===== config.mk =====
export PLATFORM = sky130hd
export DESIGN_NAME = cim_act_feeder
export DESIGN_NICKNAME = d
export VERILOG_FILES = /design/src/rtl/cim_pkg.sv /design/src/rtl/cim_act_buffer.sv /design/src/rtl/cim_act_feeder.sv
export SDC_FILE = /design/constraint.sdc
export NUM_CORES = 1
export LEC_CHECK = 0
export BUFFER_PORTS_ARGS = -buffer_cell sky130_fd_sc_hd__buf_2
export CAP_MARGIN = 40
export CORE_AREA = 4 4 176 178
export CTS_CLUSTER_DIAMETER = 40
export DETAILED_ROUTE_END_ITERATION = 8
export DIE_AREA = 0 0 180 182
export GPL_ROUTABILITY_DRIVEN = 0
export PLACE_DENSITY = 0.79
export SYNTH_ARGS = -nofsm -noshare
export SYNTH_HDL_FRONTEND = slang
export SYNTH_SLANG_ARGS = --single-unit

===== constraint.sdc =====
create_clock -name clk -period 15.7 [get_ports clk]
set_clock_uncertainty 0.1 [all_clocks]
set_input_delay 1.57 -clock clk [delete_from_list [all_inputs] [get_ports clk]]
set_output_delay 1.57 -clock clk [all_outputs]
set_load 0.1 [all_outputs]

===== src/rtl/cim_pkg.sv =====
// Shared constants and types for the CIM activation feeder and its ping-pong buffers.
package cim_pkg;
    localparam int CIM_N_LANES = 32;
    localparam int CIM_ACT_W   = 4;
    localparam int CIM_OUT_W   = 13;

    typedef logic [4:0] lane_idx_t;
    typedef logic [CIM_N_LANES-1:0][CIM_ACT_W-1:0] act_vec_t;

    typedef enum logic [1:0] {
        ST_IDLE        = 2'd0,
        ST_WAIT_CREDIT = 2'd1,
        ST_ISSUE       = 2'd2
    } issue_state_t;
endpackage


===== src/rtl/cim_act_buffer.sv =====
// One half of the activation ping-pong: lane-indexed write port, full flag, parallel read.
module cim_act_buffer
    import cim_pkg::*;
#(
    parameter int N_LANES = CIM_N_LANES,
    parameter int ACT_W   = CIM_ACT_W,
    parameter int PTR_W   = (N_LANES > 1) ? $clog2(N_LANES) : 1
) (
    input  logic                     clk,
    input  logic                     rst,
    input  logic                     flush,
    input  logic                     wr_en,
    input  logic [PTR_W-1:0]         wr_lane,
    input  logic [ACT_W-1:0]         wr_data,
    input  logic                     set_full,
    input  logic                     clr_full,
    output logic                     full,
    output logic [N_LANES*ACT_W-1:0] rd_data
);
    logic [N_LANES-1:0][ACT_W-1:0] mem;

    always_ff @(posedge clk or posedge rst) begin
        if (rst) begin
            mem <= '0;
        end else if (wr_en) begin
            mem[wr_lane] <= wr_data;
        end
    end

    // Set and clear never coincide on one half: a half being filled is never full.
    always_ff @(posedge clk or posedge rst) begin
        if (rst) begin
            full <= 1'b0;
        end else if (flush) begin
            full <= 1'b0;
        end else if (set_full) begin
            full <= 1'b1;
        end else if (clr_full) begin
            full <= 1'b0;
        end
    end

    assign rd_data = mem;
endmodule


===== src/rtl/cim_act_feeder.sv =====
// Serial-to-parallel activation feeder for the CIM adder tree, credit-gated issue.
// Optional macro CIM_FEEDER_PERF_EN adds perf_vec_cnt / perf_stall_cnt counters.
module cim_act_feeder
    import cim_pkg::*;
#(
    parameter int N_LANES         = CIM_N_LANES,
    parameter int ACT_W           = CIM_ACT_W,
    parameter int MAX_OUTSTANDING = 2
) (
    input  logic                     clk,
    input  logic                     rst,
    input  logic                     in_valid,
    input  logic [ACT_W-1:0]         in_data,
    output logic                     in_ready,
    input  logic                     flush,
    output logic                     input_valid,
    output logic [N_LANES*ACT_W-1:0] act_vec,
    input  logic                     tree_out_valid,
    output logic                     credit_err
`ifdef CIM_FEEDER_PERF_EN
    ,
    output logic [15:0]              perf_vec_cnt,
    output logic [15:0]              perf_stall_cnt
`endif
);
    localparam int PTR_W = (N_LANES > 1) ? $clog2(N_LANES) : 1;
    localparam int CNT_W = $clog2(MAX_OUTSTANDING + 1);

    logic [PTR_W-1:0]                     wr_ptr;
    logic                                 wr_sel;
    logic                                 rd_sel;
    logic [1:0]                           full;
    logic [1:0][N_LANES*ACT_W-1:0]        rd_data;
    logic [CNT_W-1:0]                     outstanding;
    issue_state_t                         state;

    logic accept;
    logic last_beat;
    logic credit_ok;
    logic issue_fire;

    // in_ready depends only on registered state, never on in_valid.
    assign in_ready   = !full[wr_sel];
    assign accept     = in_valid && in_ready && !flush;
    assign last_beat  = (wr_ptr == PTR_W'(N_LANES - 1));
    assign credit_ok  = (outstanding < CNT_W'(MAX_OUTSTANDING));
    // The ISSUE state blocks a back-to-back pulse even when the other half is ready.
    assign issue_fire = (state != ST_ISSUE) && full[rd_sel] && credit_ok && !flush;

    for (genvar g = 0; g < 2; g++) begin : g_buf
        cim_act_buffer #(
            .N_LANES (N_LANES),
            .ACT_W   (ACT_W),
            .PTR_W   (PTR_W)
        ) u_buf (
            .clk      (clk),
            .rst      (rst),
            .flush    (flush),
            .wr_en    (accept && (wr_sel == 1'(g))),
            .wr_lane  (wr_ptr),
            .wr_data  (in_data),
            .set_full (accept && last_beat && (wr_sel == 1'(g))),
            .clr_full (issue_fire && (rd_sel == 1'(g))),
            .full     (full[g]),
            .rd_data  (rd_data[g])
        );
    end

    always_ff @(posedge clk or posedge rst) begin
        if (rst) begin
            wr_ptr <= '0;
            wr_sel <= 1'b0;
        end else if (flush) begin
            wr_ptr <= '0;
            wr_sel <= 1'b0;
        end else if (accept) begin
            if (last_beat) begin
                wr_ptr <= '0;
                wr_sel <= ~wr_sel;
            end else begin
                wr_ptr <= wr_ptr + PTR_W'(1);
            end
        end
    end

    always_ff @(posedge clk or posedge rst) begin
        if (rst) begin
            state       <= ST_IDLE;
            input_valid <= 1'b0;
            act_vec     <= '0;
            rd_sel      <= 1'b0;
        end else begin
            input_valid <= issue_fire;
            if (issue_fire) begin
                act_vec <= rd_data[rd_sel];
                rd_sel  <= ~rd_sel;
            end else if (flush) begin
                rd_sel  <= 1'b0;
            end
            if (issue_fire) begin
                state <= ST_ISSUE;
            end else if (state == ST_ISSUE || flush || !full[rd_sel]) begin
                state <= ST_IDLE;
            end else begin
                state <= ST_WAIT_CREDIT;
            end
        end
    end

    // A return with nothing outstanding is a protocol error; the count holds at zero.
    always_ff @(posedge clk or posedge rst) begin
        if (rst) begin
            outstanding <= '0;
            credit_err  <= 1'b0;
        end else begin
            unique case ({issue_fire, tree_out_valid})
                2'b10: outstanding <= outstanding + CNT_W'(1);
                2'b01: begin
                    if (outstanding == '0) begin
                        credit_err <= 1'b1;
                    end else begin
                        outstanding <= outstanding - CNT_W'(1);
                    end
                end
                default: outstanding <= outstanding;
            endcase
        end
    end

`ifdef CIM_FEEDER_PERF_EN
    always_ff @(posedge clk or posedge rst) begin
        if (rst) begin
            perf_vec_cnt   <= '0;
            perf_stall_cnt <= '0;
        end else begin
            if (input_valid && perf_vec_cnt != 16'hFFFF) begin
                perf_vec_cnt <= perf_vec_cnt + 16'd1;
            end
            if (state == ST_WAIT_CREDIT && perf_stall_cnt != 16'hFFFF) begin
                perf_stall_cnt <= perf_stall_cnt + 16'd1;
            end
        end
    end
`endif
endmodule


==> out/metrics.csv, run 1 <==
stage;metric;value;unit
route;drt via density;6.181;
critical_path;Max FO, Critical Path;7;
cts;CTS root buf;clkbuf_16;
global_route;met3 usage;4.087;%
route;DRC violations left;0;
finish;n_diodes;0;
critical_path;Worst setup EP type;primary output;
sta;RSZ-0062 raised after global routing;no;
sta;Fin Hold WS;389.6;ps
route;antenna-violating nets left;0;
power;clock share of power;49.3;%
power;LEAKAGE;9.867;nW
yosys;Netlist cell types;45;
yosys;mapped cell area;17510;µm²
cts;Max clock buf depth;3;
route;routed wire length;39710;µm
global_route;GR Layer Usage met1;34.00;%
power;share of power burned in combinational logic;3.3;%
finish;nets;1412;
yosys;Cells after Synth;1309;
global_route;first-pass GRT wire length;65090;µm
finish;area grow syn2layout;14.56;%
yosys;YS warnings;0;
route;via count;11260;
cts;worst skew pair latency;540;ps
sta;Tcrit/Tclk final;23.93;%
power;switch share;21.98;%
yosys;Post-synth EDFFs;0;
power;maximum VDD drop;0.07454;mV
finish;fin util;68.22;%
yosys;FF+latch count, synth;398;
floorplanning;die area;32760;µm²
global_route;global route overflow;0;
route;Starting DRT DRC Count;996;
floorplanning;die height;182;µm
cts;CTS Buf Count;46;
floorplanning;number of core rows;63;
floorplanning;Die Wd;180;µm
floorplanning;core area;29400;µm²
power;Int Pwr;1.717;mW
cts;Resized Gates After CTS;0;
sta;Hold Fails Final Rpt;0;
floorplanning;Initial Util;59.55;%
finish;proportion of layout cells with a drive suffix above 1;38.41;%
critical_path;CP arrival;2090;ps
power;PwrDens;109.7;nW/µm²
critical_path;worst r2r path cells;5;
sta;Final setup viols;0;
placed_design;port bufs;139;
cts;TritonCTS Sinks;398;
flow_run;maxcap violations;0;
placed_design;hpwl dp;23530;µm
sta;Max-slew headroom;22.43;%
critical_path;Critical Path Source Type;flop;
yosys;syn avg cell area;13.38;µm²
sta;FMAX;266.1;MHz
power;Flop pwr share;47.4;%
power;Switch Pwr;483.8;µW
critical_path;kind of critical path;reg -> out;
run_status;run status;complete, no violations;
global_route;GR Layer Usage met2;40.32;%
global_route;initial antenna violation count;0;
worst_hold_path;Min-Delay Path Class;reg -> reg;
global_route;vias in the first global route;11730;
cts;Hold-fix buffers, CTS;0;
sta;Max Slew Vio Count;0;
yosys;Seq/Total Area, Yosys;56.88;%
sta;setup TNS after final layout;0;ps
cts;Setup Buffers After CTS;0;
global_route;gr busiest metal;met2;
route;Avg WL per Cell;21.79;µm
cts;CTS tree;built;
sta;Worst Max-Slew Pin Slew;1164;ps
sta;fin crit period;3757;ps
critical_path;Worst Path Required;14030;ps
route;1st-pass router iterations;5;
worst_hold_path;Worst Hold Depth;1;
floorplanning;IO Pins;140;
cts;clk slew on worst S/H paths;60;ps
cts;htree depth;2;
global_route;gr usage total;24.28;%
yosys;Synth Flop Type;dfrtp_1;
yosys;Post-synth ARST share;100.0;%
global_route;largest net degree at the start of global routing;205;
yosys;syn_nets;1323;
-- routing by layer --
layer  part of all wire [%]  wire length, µm
met1                     44            17280
met2                     49            19540
met3                    5.4             2147
met4                    1.9              741
met5                      0                0
-- path summary, 6_finish.rpt --
check	from	end	slack (ps)
max in group asynchronous	rst	g_buf[1].u_buf.rd_data[100]	12830
worst max register to register	rd_sel	act_vec[10]	12390
worst max-delay path	wr_sel	in_ready	11940
min in group asynchronous	rst	act_vec[121]	1090
worst min register to register	g_buf[1].u_buf.rd_data[72]	g_buf[1].u_buf.rd_data[72]	390
worst min-delay path	g_buf[1].u_buf.rd_data[72]	g_buf[1].u_buf.rd_data[72]	390
-- Yosys cell counts, types with 3 or more instances --
cell      count  area share, %
dfrtp_1     398             57
mux2_2      254             16
a21oi_1     132            3.8
a31oi_1     128            4.6
mux2i_1     128            7.3
clkbuf_1     77            1.7
nor3_4       31            2.9
nand3_1      29           0.83
buf_2        24           0.69
inv_1        11           0.24
buf_1         9           0.19
and3b_1       6           0.30
buf_4         6           0.26
nor3_2        6           0.34
ha_1          5           0.36
nor2_1        5           0.11
a32o_1        4           0.23
and3_1        4           0.14
nand3b_4      4           0.46
nor3b_2       4           0.29
o21ai_0       4           0.11
buf_6         3           0.19
mux2_1        3           0.19
nand2_1       3          0.064
nand4_1       3           0.11
o211ai_1      3           0.13
or3b_4        3           0.19
-- worst max-delay path, stage by stage, from the launching register on --
cell	delay, ps
dfrtp_1	490
mux2_2	420
inv_1	170
buf_2	480
-- power groups by stage --
stage | Clock, mW | Combinational, mW | Sequential [mW]
6_report | 1.08 | 0.0726 | 1.04
5_1_grt | 1.15 | 0.0815 | 1.04
4_1_cts | 1.10 | 0.0742 | 1.04
3_5_place_dp | 0 | 0.0741 | 1.06
3_3_place_gp | 0 | 0.0697 | 1.06
2_1_floorplan | 0 | 0.0509 | 1.06
-- placed cells by master, fill, tap and decap left out, drive strengths merged --
| cell | n |
|---|---|
| a21oi | 132 |
| a31o | 2 |
| a31oi | 128 |
| a32o | 4 |
| a41oi | 1 |
| and2 | 1 |
| and3 | 4 |
| and3b | 6 |
| buf | 161 |
| bufinv | 5 |
| clkbuf | 61 |
| clkinv | 7 |
| clkinvlp | 4 |
| dfrtp | 398 |
| ha | 5 |
| inv | 16 |
| mux2 | 258 |
| mux2i | 128 |
| nand2 | 3 |
| nand2b | 2 |
| nand3 | 30 |
| nand3b | 6 |
| nand4 | 3 |
| nor2 | 5 |
| nor3 | 38 |
| nor3b | 7 |
| nor4 | 1 |
| nor4b | 1 |
| nor4bb | 1 |
| o211ai | 3 |
| o21a | 1 |
| o21ai | 4 |
| o311ai | 1 |
| or2 | 1 |
| or3 | 1 |
| or3b | 3 |
-- through the flow --
step	instances	worst slack, ps	total power [mW]	instance area [µm²]
floorplan	1309	2962	1.112	17510
global placement	1733	11480	1.131	18330
detailed placement	1740	11580	1.136	18500
CTS	1822	11940	2.217	20060
global route	1822	11900	2.271	20060
finish	1822	11940	2.201	20060
-- flip-flops by register name, summed over array words and instances, names as in the netlist --
name / flops
act_vec: 128
credit_err: 1
g_buf.u_buf.full: 2
g_buf.u_buf.rd_data: 256
input_valid: 1
outstanding: 2
rd_sel: 1
state: 1
wr_ptr: 5
wr_sel: 1
-- final cells by class --
type / instances / area [µm²]
Sequential cell: 398 / 9963
Fill cell: 2044 / 9343
Multi-Input combinational cell: 780 / 7010
Clock buffer: 61 / 1279
Timing Repair Buffer: 161 / 993.5
Tap cell: 390 / 488.0
Clock inverter: 21 / 276.5
Inverter: 11 / 48.80
-- cell families after synthesis --
group,Yosys count,share of synthesized area (%)
DFF,398,56.88
muxes,386,23.93
AOI/OAI and AO/OA,276,9.061
buffers and inverters,131,3.244
and+or+nand+nor,113,6.524
adders and majority gates,5,0.3573
Power figures use the tool's default switching activity.
==> run 2, diff against run 1 <==
--- a/config.mk
+++ b/config.mk
@@ -7,12 +7,12 @@
 export LEC_CHECK = 0
 export BUFFER_PORTS_ARGS = -buffer_cell sky130_fd_sc_hd__buf_2
 export CAP_MARGIN = 40
-export CORE_AREA = 4 4 176 178
+export CORE_AREA = 4 4 186 188
 export CTS_CLUSTER_DIAMETER = 40
 export DETAILED_ROUTE_END_ITERATION = 8
-export DIE_AREA = 0 0 180 182
+export DIE_AREA = 0 0 190 192
 export GPL_ROUTABILITY_DRIVEN = 0
-export PLACE_DENSITY = 0.79
+export PLACE_DENSITY = 0.75
 export SYNTH_ARGS = -nofsm -noshare
 export SYNTH_HDL_FRONTEND = slang
 export SYNTH_SLANG_ARGS = --single-unit
==> constraint.sdc (replaced) <==
create_clock -name clk -period 3.45 [get_ports clk]
set_clock_uncertainty 0.1 [all_clocks]
set_input_delay 0.345 -clock clk [delete_from_list [all_inputs] [get_ports clk]]
set_output_delay 0.345 -clock clk [all_outputs]
set_load 0.1 [all_outputs]
==> run 2 against run 1 <==
Compared with the run above:
- clock power grew to 4.7 times the previous value
- worst setup slack got worse by 11000 ps
- first-iteration DRC count fell by 35%
- worst hold slack got worse by 290 ps
- non-clock buffer count increased by 12
- count of clock-buffer cells in the layout rose by 5
- combinational power rose to 4.8 times the previous value
- design area grew 1.4%
- via count is 0.28% lower
==> out/metrics.csv, run 2 (synthesized netlist as in run 1, its figures left out) <==
stage;metric;value;unit
run_status;run status;complete, no violations;
finish;area grow syn2layout;16.16;%
global_route;vias in the first global route;11620;
cts;worst skew pair latency;550;ps
critical_path;Critical Path Source Type;flop;
sta;Final setup viols;0;
flow_run;maxcap violations;0;
global_route;initial antenna violation count;1;
critical_path;Max FO, Critical Path;69;
sta;RSZ-0062 raised after global routing;no;
route;Avg WL per Cell;21.55;µm
critical_path;crit path cell chain;mux2_4 > buf_4 > buf_4 > a31oi_1 > a21oi_1;
sta;Hold Fails Final Rpt;0;
route;drt via density;5.920;
cts;TritonCTS Sinks;398;
cts;htree depth;2;
critical_path;CP arrival;3030;ps
critical_path;Worst setup EP type;flop;
critical_path;Worst Path Required;3820;ps
sta;Max-slew headroom;39.35;%
route;routed wire length;40890;µm
route;Starting DRT DRC Count;648;
global_route;global route overflow;0;
critical_path;CP most frequent cell;buf_4;
route;via count;11230;
finish;commonest non-fill, non-tap cell in the layout;dfrtp_1;
critical_path;kind of critical path;reg -> reg;
finish;Multi-input gate area;7010;µm²
sta;Worst Max-Slew Pin Slew;909.8;ps
finish;nets;1425;
cts;CTS tree;built;
route;1st-pass router iterations;5;
power;PwrDens;499.7;nW/µm²
finish;Layout fillers;2522;
floorplanning;die area;36480;µm²
floorplanning;die height;192;µm
placed_design;port bufs;139;
worst_hold_path;Worst Hold Depth;3;
floorplanning;core area;33110;µm²
global_route;gr usage total;22.41;%
power;maximum VDD drop;0.3933;mV
finish;Largest register FFs;256;
global_route;largest net degree at the start of global routing;136;
critical_path;Max stage delay cell, worst path;buf_4;
finish;commonest cells after routing, fill and taps aside;dfrtp_1 (397), mux2_2 (254), buf_2 (139);
cts;CTS root buf;clkbuf_16;
sta;Tcrit/Tclk final;77.11;%
finish;proportion of layout cells with a drive suffix above 1;39.16;%
sta;fin crit period;2660;ps
route;DRC violations left;0;
sta;Fin Hold WS;101.7;ps
placed_design;hpwl dp;25410;µm
power;LEAKAGE;9.979;nW
cts;Setup Buffers After CTS;0;
placed_design;post-place setup slack;846.0;ps
cts;clk slew on worst S/H paths;60;ps
route;antenna-violating nets left;0;
floorplanning;number of core rows;67;
finish;register area;9963;µm²
worst_hold_path;Min-Delay Path Class;in -> reg;
critical_path;slowest stage delay, CP;690;ps
finish;fin util;61.42;%
critical_path;worst r2r path cells;5;
sta;Max Slew Vio Count;0;
cts;CTS Buf Count;47;
floorplanning;Initial Util;52.88;%
cts;Resized Gates After CTS;0;
floorplanning;Die Wd;190;µm
global_route;first-pass GRT wire length;65770;µm
sta;setup ws final;789.5;ps
sta;FMAX;375.9;MHz
floorplanning;IO Pins;140;
cts;Max clock buf depth;3;
-- run 2: layout make-up --
class                           instances  share of cell area (%)
Multi-Input combinational cell        780                   34.47
Sequential cell                       398                   48.99
Timing Repair Buffer                  173                   5.561
Tap cell                              448                   2.756
Antenna cell                            1                 0.01230
Inverter                               11                  0.2215
Clock buffer                           66                   6.884
Clock inverter                         20                   1.107
-- run 2: routing by layer --
metal	track usage, %	wire [µm]
met1	32.57	18590
met2	35.71	19550
met3	3.344	1971
met4	5.982	774
met5	0	0
-- run 2: worst max-delay path, delay by kind of cell (launching register included) --
kind	cells	cell delay (ps)
DFF	1	570
buffers and inverters	2	1230
AOI/OAI and AO/OA	2	350
muxes	1	230
-- run 2: worst paths after layout --
path / start / endpoint / slack (ps)
max in group asynchronous: rst / g_buf[0].u_buf.rd_data[56] / 1950
max: rd_sel / act_vec[76] / 790
min reg2reg: g_buf[0].u_buf.rd_data[63] / g_buf[0].u_buf.rd_data[63] / 390
max reg2reg: rd_sel / act_vec[76] / 790
min: in_valid / wr_ptr[4] / 100
min in group asynchronous: rst / g_buf[1].u_buf.rd_data[121] / 310
-- run 2: through the flow --
step                instances  area (µm²)  power (mW)  setup TNS, ps
finish                   1897       20340       10.16              0
global route             1897       20340       10.50              0
CTS                      1896       20340       10.24              0
detailed placement       1808       18690       5.186              0
global placement         1802       18560       5.165              0
floorplan                1309       17510       5.062        -936410
-- run 2: repair_timing --
action | in CTS | in global routing
hold buffers | 2 | 0
setup endpoints to repair | 0 | 0
endpoints found under the hold margin | 18 | 0
-- run 2: report_power, final --
group          internal, mW  total [mW]  switching (mW)
Sequential             4.72        4.75          0.0290
Clock                  3.08        5.07            1.98
Combinational        0.0999       0.346           0.246
Total                  7.90        10.2            2.26
